==> src/rtl/if_ctrl_pkg.sv <==
// Shared pipeline constants for the IF, ID and EX stages: FSM encodings,
// default reset PC, the NOP bubble word and the pending-redirect record.
package if_ctrl_pkg;

    localparam int unsigned XLEN  = 32;
    localparam int unsigned CNT_W = 16;

    localparam logic [XLEN-1:0] DEF_RESET_PC = 32'h0000_0000;
    localparam logic [XLEN-1:0] DEF_BUBBLE   = 32'hFFFF_FFFF;

    typedef enum logic [1:0] {
        ST_BOOT = 2'd0,
        ST_RUN  = 2'd1,
        ST_WAIT = 2'd2
    } if_state_e;

    // Redirect held while instruction memory is busy
    typedef struct packed {
        logic            valid;
        logic            is_cond;
        logic [XLEN-1:0] target;
    } redirect_t;

endpackage

==> src/rtl/if_ctrl_sat_counter.sv <==
// Saturating up-counter used for stall statistics.
// Ports: clk, rst (async active-high clear), inc (count enable), count.
module sat_counter #(
    parameter int unsigned W = 16
) (
    input  logic         clk,
    input  logic         rst,
    input  logic         inc,
    output logic [W-1:0] count
);

    // Stops at all-ones instead of wrapping
    always_ff @(posedge clk or posedge rst) begin
        if (rst) begin
            count <= '0;
        end else if (inc && (count != '1)) begin
            count <= count + W'(1);
        end
    end

endmodule

==> src/rtl/if_ctrl.sv <==
// Instruction-fetch control: next-PC selection, pipeline stall/flush
// control and instruction-memory wait handling with a pending redirect.
// Ports: clk, rst; hazard/redirect inputs cond/condNPC, jmp/jmpPC, loadUse,
// memBusy, seqPC; outputs NPC, pcWrite, ifidWrite, ifidFlush, idexFlush
// (combinational), state and stallCnt (registered).
module if_ctrl
    import if_ctrl_pkg::*;
#(
    parameter logic [31:0] RESET_PC = DEF_RESET_PC,
    parameter logic [31:0] BUBBLE   = DEF_BUBBLE
) (
    input  logic        clk,
    input  logic        rst,
    input  logic        cond,
    input  logic [31:0] condNPC,
    input  logic        jmp,
    input  logic [31:0] jmpPC,
    input  logic        loadUse,
    input  logic        memBusy,
    input  logic [31:0] seqPC,
    output logic [31:0] NPC,
    output logic        pcWrite,
    output logic        ifidWrite,
    output logic        ifidFlush,
    output logic        idexFlush,
    output logic [1:0]  state,
    output logic [15:0] stallCnt
);

    if_state_e state_q, state_d;
    redirect_t pend_q, pend_d;

    logic [XLEN-1:0] sel_npc;
    logic            sel_stall;
    logic            sel_ifid_fl;
    logic            sel_idex_fl;

    // BUBBLE is consumed by the IF/ID and ID/EX registers, not here
    logic unused_bubble;
    assign unused_bubble = ^BUBBLE;

    // State and pending-redirect registers
    always_ff @(posedge clk or posedge rst) begin
        if (rst) begin
            state_q <= ST_BOOT;
            pend_q  <= '{valid: 1'b0, is_cond: 1'b0, target: RESET_PC};
        end else begin
            state_q <= state_d;
            pend_q  <= pend_d;
        end
    end

    // Hazard priority shared by RUN and WAIT: cond > loadUse > jmp > seq
    always_comb begin
        sel_npc     = seqPC;
        sel_stall   = 1'b0;
        sel_ifid_fl = 1'b0;
        sel_idex_fl = 1'b0;
        if (cond) begin
            sel_npc     = condNPC;
            sel_ifid_fl = 1'b1;
            sel_idex_fl = 1'b1;
        end else if (loadUse) begin
            sel_stall   = 1'b1;
            sel_idex_fl = 1'b1;
        end else if (jmp) begin
            sel_npc     = jmpPC;
            sel_ifid_fl = 1'b1;
        end
    end

    // Next state, pending update and control outputs
    always_comb begin
        state_d   = state_q;
        pend_d    = pend_q;
        NPC       = seqPC;
        pcWrite   = 1'b1;
        ifidWrite = 1'b1;
        ifidFlush = 1'b0;
        idexFlush = 1'b0;

        case (state_q)
            ST_BOOT: begin
                NPC       = RESET_PC;
                ifidFlush = 1'b1;
                idexFlush = 1'b1;
                state_d   = ST_RUN;
            end
            ST_RUN: begin
                NPC       = sel_npc;
                pcWrite   = ~sel_stall;
                ifidWrite = ~sel_stall;
                ifidFlush = sel_ifid_fl;
                idexFlush = sel_idex_fl;
                if (memBusy) begin
                    pcWrite   = 1'b0;
                    ifidWrite = 1'b0;
                    state_d   = ST_WAIT;
                    if (cond) begin
                        pend_d = '{valid: 1'b1, is_cond: 1'b1, target: condNPC};
                    end else if (jmp && !loadUse) begin
                        pend_d = '{valid: 1'b1, is_cond: 1'b0, target: jmpPC};
                    end
                end
            end
            ST_WAIT: begin
                NPC       = sel_npc;
                ifidFlush = sel_ifid_fl;
                idexFlush = sel_idex_fl;
                if (memBusy) begin
                    pcWrite   = 1'b0;
                    ifidWrite = 1'b0;
                    // A jump never displaces a pending branch target
                    if (cond) begin
                        pend_d = '{valid: 1'b1, is_cond: 1'b1, target: condNPC};
                    end else if (jmp && !loadUse && !(pend_q.valid && pend_q.is_cond)) begin
                        pend_d = '{valid: 1'b1, is_cond: 1'b0, target: jmpPC};
                    end
                end else begin
                    state_d      = ST_RUN;
                    pend_d.valid = 1'b0;
                    if (pend_q.valid && !cond) begin
                        NPC       = pend_q.target;
                        ifidFlush = 1'b1;
                        idexFlush = 1'b0;
                    end else begin
                        pcWrite   = ~sel_stall;
                        ifidWrite = ~sel_stall;
                    end
                end
            end
            default: begin
                state_d = ST_RUN;
            end
        endcase

        // Reset holds both pipeline slots as bubbles and freezes the PC
        if (rst) begin
            NPC       = RESET_PC;
            pcWrite   = 1'b0;
            ifidWrite = 1'b0;
            ifidFlush = 1'b1;
            idexFlush = 1'b1;
        end
    end

    assign state = state_q;

    sat_counter #(.W(CNT_W)) u_stall_cnt (
        .clk   (clk),
        .rst   (rst),
        .inc   (~pcWrite && (state_q != ST_BOOT)),
        .count (stallCnt)
    );

endmodule

==> config.mk <==
export PLATFORM = sky130hd
export DESIGN_NAME = if_ctrl
export DESIGN_NICKNAME = d
export VERILOG_FILES = /design/src/rtl/if_ctrl_pkg.sv /design/src/rtl/if_ctrl_sat_counter.sv /design/src/rtl/if_ctrl.sv
export SDC_FILE = /design/constraint.sdc
export NUM_CORES = 1
export LEC_CHECK = 0
export BUFFER_PORTS_ARGS = -buffer_cell sky130_fd_sc_hd__buf_4
export CAP_MARGIN = 10
export CELL_PAD_IN_SITES_DETAIL_PLACEMENT = 1
export CELL_PAD_IN_SITES_GLOBAL_PLACEMENT = 1
export CORE_MARGIN = 5
export CORE_UTILIZATION = 32
export DETAILED_ROUTE_END_ITERATION = 16
export PLACE_DENSITY = 0.84
export SLEW_MARGIN = 20
export SYNTH_ARGS = -nofsm -noshare
export SYNTH_HDL_FRONTEND = slang
export SYNTH_SLANG_ARGS = --single-unit
==> constraint.sdc <==
create_clock -name clk -period 2.3 [get_ports clk]
set_input_delay 0.46 -clock clk [delete_from_list [all_inputs] [get_ports clk]]
set_output_delay 0.46 -clock clk [all_outputs]
set_load 0.01 [all_outputs]
---- After elaboration in Yosys (flattened, before gate mapping) ----
Index checks and enable logic that the tools add are counted.
storage, ports and cells
  bits in registers ....................... 52
  bits of input ports ..................... 102
  output and inout bits ................... 54
  logic and storage cells ................. 69
cells by class
  add/sub/neg operators ................... 1
  equal/unequal tests ..................... 9
  muxes and demuxes ....................... 37
  bitwise logic cells ..................... 2
  reductions and logical operators ........ 15
operators by type and width
  cell                   number
  $mux 32                6
  $mux 34                5
  $pmux 32 s3            1
  $pmux 34 s2            1
  $mux 33                1
  $mux 1                 17
  $add 16x1->16 const B  1
  $ne 16x16->1 const B   1
  $logic_and 1x1->1      6
  $ne 2x2->1 const B     3
  $ne 3x3->1 const B     2
  $pmux 1 s3             2
  $reduce_and 5->1       1
  $mux 2                 2
  $ne 4x4->1 const B     1
  $pmux 2 s2             1
  $reduce_and 4->1       1
  $reduce_bool 2->1      2
  $logic_not 1->1        3
  $eq 2x1->1 const B     1
  $eq 2x2->1 const B     1
  $logic_not 2->1        1
  $not 1->1              2
  $pmux 1 s2             1
  $reduce_and 2->1       1

---- Depth between registers and ports, before layout ----
  depth in word-level cells ............... 10
  mapped depth ............................ 9
  mapped depth without buffers ............ 7

---- Hierarchy ----
A second synthesis with hierarchy kept.
second synthesis, totals
  cells, all modules ...................... 473
  area total of the unflattened synthesis .. 4,783.3 um^2
modules (own cells, without submodules)
  module       instances  cells an instance  area each (um^2)  sequential area each (um^2)
  if_ctrl      1          402                3,977.6           900.9
  sat_counter  1          71                 805.8             400.4

---- Worst setup path before layout ----
Ideal clock, no wire load.
  kind .................................... input -> output
  start ................................... input rst
  end ..................................... output idexFlush
  data arrival time ....................... 2.203 ns
  required time ........................... 1.840 ns
  slack ................................... -0.363 ns
  cell stages on the path ................. 3
  buffers on the path ..................... 1
  path through ............................ clkbuf_1 > inv_1 > o21ai_0
between the ends
  cells in the longest elaborated chain, start to end .. 1
ends and longest elaborated chain
  element             RTL line        text
  start: declaration  if_ctrl.sv:13   input logic rst,
  $mux 1              if_ctrl.sv:138  if (rst) begin
  end: declaration    if_ctrl.sv:25   output logic idexFlush,
Every way passes these cells.

---- Final worst setup path ----
  start ................................... register state_q[0] (netlist: state[0])
  end ..................................... output NPC[1]
between the ends
  cells in the longest elaborated chain, start to end .. 3
  elaborated cells between the ends (all ways) .. 5
  those cells by class .................... eq/ne: 2; mux: 2; reduce/logical: 1
ends and longest elaborated chain
  element                                   RTL line        text
  start: declaration                        if_ctrl.sv:30   if_state_e state_q, state_d;
  start signal: assignment                  if_ctrl.sv:48   state_q <= state_d;
  $eq 2x2->1, or another cell as far along  if_ctrl.sv:82   case (state_q)
  $pmux 32 s3 *                             if_ctrl.sv:82
  $mux 32 *                                 if_ctrl.sv:138
  end: declaration                          if_ctrl.sv:21   output logic [31:0] NPC,
Every way passes the cells marked *; elsewhere a longest branch is shown, timed or not.

==> impl_results.md <==
- Reg-to-reg endpoint: u_stall_cnt.count[1]
- Max-slew violations: 0
- Crit path cell chain: inv_2 -> ha_4 -> nand3b_1 -> nor2_4 -> buf_12 -> a221oi_2 -> nor3_1 -> buf_4
- Syn_area_per_cell: 8.25 µm²
- Top-count cell post-synth: nand2_1
- Register bit count reported by yosys: 52
- Delay-heaviest family, CP: simple AND/OR/NAND/NOR gates
- Syn nets: 608
- Via count: 4467
- TritonCTS Buffers: 5
- Slew margin rel.: 0.677
- Failing checks: negative setup slack
- Final Net Count: 762
- Final ANT Viol Nets: 0
- Fin Setup TNS: -4.41 ns
- Top post-synthesis cells by area: dfrtp_1 (31%), a221oi_2 (7.3%), mux2i_1 (5.6%)
- Hold Slack: 0.451 ns
- Via count of the first global-routing pass: 4994
- Initial Util: 0.328
- Skew final: 0.00867 ns
- Crit path arrival time: 2.02 ns
- IO Count: 156
- Reg2reg start: state[0]
- Area Overhead vs Synth: 56.2%
- Initial antenna violation count: 0
- Crit path time final: 2.48 ns
- DR pass1 iterations: 4
- CP bufs+invs: 3
- Wirelength per Cell: 19.8 µm
- Area of placed instances: 0.00562 mm²
- GRT met1 Usage: 0.246
- GR Overflow Total: 0
- Hold-fix buffers, CTS: 0
- WP data required: 1.84 ns
- Clk_lat worst skew: 0.29 ns
- Setup ws final: -0.184 ns
- Post-synthesis sequential area ratio: 0.315
- Final core utilization: 0.512
- Tot Pwr: 6.84 mW
- Die footprint: 0.0153 mm²
- Worst R2R Path Depth: 9
- Post-Synthesis Cells: 501
- Max Fclk: 0.403 GHz
- Outcome: finished, violations left
- Critical path origin: state[0]
- Tcrit/Tclk final: 1.08
- Post-synth ARST share: 1.00
- Endpoints failing setup: 35
- Worst slew pin tran: 0.479 ns
- Hold Fails Final Rpt: 0
- CP Class: flop to output pin
- Leading area contributor after synthesis: dfrtp_1
- Worst hold-check path type: input port to flop
- Die W: 124 µm
- Area of the core: 0.0126 mm²
- Pin count of the biggest net entering global routing: 67
- Most used routing layer: met2
- Number of diodes: 0
- H-tree depth: 2
- Synth top area share: 0.315
- Max Cap Violations: 0
- P_leak: 2.83 nW
- Number of stages on the worst setup path: 8
- Worst-path clk slew: 0.07 ns
- Cell Area, Synth: 0.00413 mm²
- Distinct cells, synth: 49
- First-pass GRT wire length: 24.6 mm
- CP Launch Type: flop
- Grt met3 use: 0.0313
- Layout cells sized above 1: 0.445
- Max Root-Sink Buffers: 2
- Slowest-stage cell, CP: dfrtp_1
- Residual DRC: 0
- Hpwl dp: 11.0 mm
- GR met2 Demand/Resource: 0.369
- RSZ-0062 raised after global routing: yes
- Total GRT Usage: 0.201
- Slowest stage delay, CP: 0.42 ns
- CP max FO: 11
- Clock Tree Root: clkbuf_16
- Iter 0 DRT Violations: 270
- CP endpoint kind: output pin
- Vias per inst: 5.39
- Cell area after layout: 0.00646 mm²
- I/O Buffers: 155
- Die height: 124 µm
- Ranking of synthesized cells by instance count: nand2_1 (53), dfrtp_1 (52), nor2_1 (42)
- GPL Wtd Cong: 0.793
- Synth Flop Type: dfrtp_1
- Post-synth EDFFs: 0
- Critical path capture point: NPC[1]
- Synth warn: 0
- Rows: 41
- Count of clock tree sinks: 52
- R2r setup slk: 0.27 ns
- PwrDens: 1060 mW/mm²
- CTS tree: yes
- Maximum VDD drop: 0.542 mV
- WL final: 16.4 mm
## power by group
part | internal [mW] | switching, mW | total (mW) | leakage [nW]
Combinational | 2.13 | 2.16 | 4.30 | 2.15
Clock | 0.513 | 0.350 | 0.863 | 0.0808
Sequential | 1.30 | 0.381 | 1.68 | 0.605
## worst register-to-register path: cells and delay by family, from the launching register on
kind / cells / cell delay (ns)
muxes: 1 / 0.29
buffers and inverters: 3 / 0.32
DFF: 1 / 0.40
adders and majority gates: 1 / 0.17
and+or+nand+nor: 3 / 0.66
AOI/OAI and AO/OA: 1 / 0.08
## layer usage
| layer | vias up | routed length (µm) |
|---|---|---|
| met3 | 21 | 703 |
| met1 | 2221 | 6780 |
| met2 | 121 | 8650 |
| met4 | 0 | 272 |
| li1 | 2104 | - |
| met5 | - | 0 |
## layout by cell type, fill, tap and decap left out, types with 17 or more instances in the layout
master    netlist  final
dfrtp_1        52     52
a31oi_1        33     33
o21ai_0        27     23
buf_4           5    171
nand2_1        53     51
nor3_2          0     17
mux2i_1        23     23
nand2b_1       33     32
nor2_1         42     39
nor2b_1        25     25
## what timing repair did
item | CTS | global route
endpoints found under the setup margin | 36 | 36
gates resized for setup | 37 | 46
buffers inserted | 9 | 3
pin swaps | 37 | 25
gates cloned | 4 | 2
## layout make-up
| type | count | area, µm² |
|---|---|---|
| Fill cell | 1448 | 6160 |
| Multi-Input combinational cell | 386 | 3040 |
| Timing Repair Buffer | 192 | 1670 |
| Sequential cell | 52 | 1300 |
| Tap cell | 172 | 215 |
| Clock buffer | 6 | 129 |
| Inverter | 18 | 71.3 |
| Clock inverter | 2 | 35.0 |
## worst min path at each step
stage | startpoint | to | depth (start not counted)
5_1_grt | jmpPC[26] | pend_q[26] | 3
2_1_floorplan | pend_q[32] | pend_q[32] | 1
3_5_place_dp | pend_q[32] | pend_q[32] | 1
4_1_cts | jmpPC[3] | pend_q[3] | 3
3_3_place_gp | pend_q[32] | pend_q[32] | 1
6_report | jmpPC[3] | pend_q[3] | 3
## kinds of logic (layout without fill, tap and decap cells)
group | after synthesis | after routing | synth area share
AOI/OAI and AO/OA | 133 | 133 | 0.246
xor gates and xnor gates | 13 | 13 | 0.0275
adders and majority gates | 5 | 5 | 0.0151
buffers and inverters | 63 | 218 | 0.0717
DFF | 52 | 52 | 0.315
muxes | 25 | 25 | 0.0620
and+or+nand+nor | 210 | 210 | 0.262
## through the flow
| step | setup slack [ns] | std cells |
|---|---|---|
| final | -0.184 | 828 |
| after global routing | -0.304 | 828 |
| after detailed placement | -0.140 | 805 |
| after CTS | -0.183 | 826 |
| after floorplan | 0.0208 | 501 |
| after global placement | -0.0793 | 805 |
## flip-flops by register name, summed over array words and instances (netlist names)
register and flops:
u_stall_cnt.count 16, state 2, pend_q 34
No activity file was read; power rests on OpenSTA's default activity.
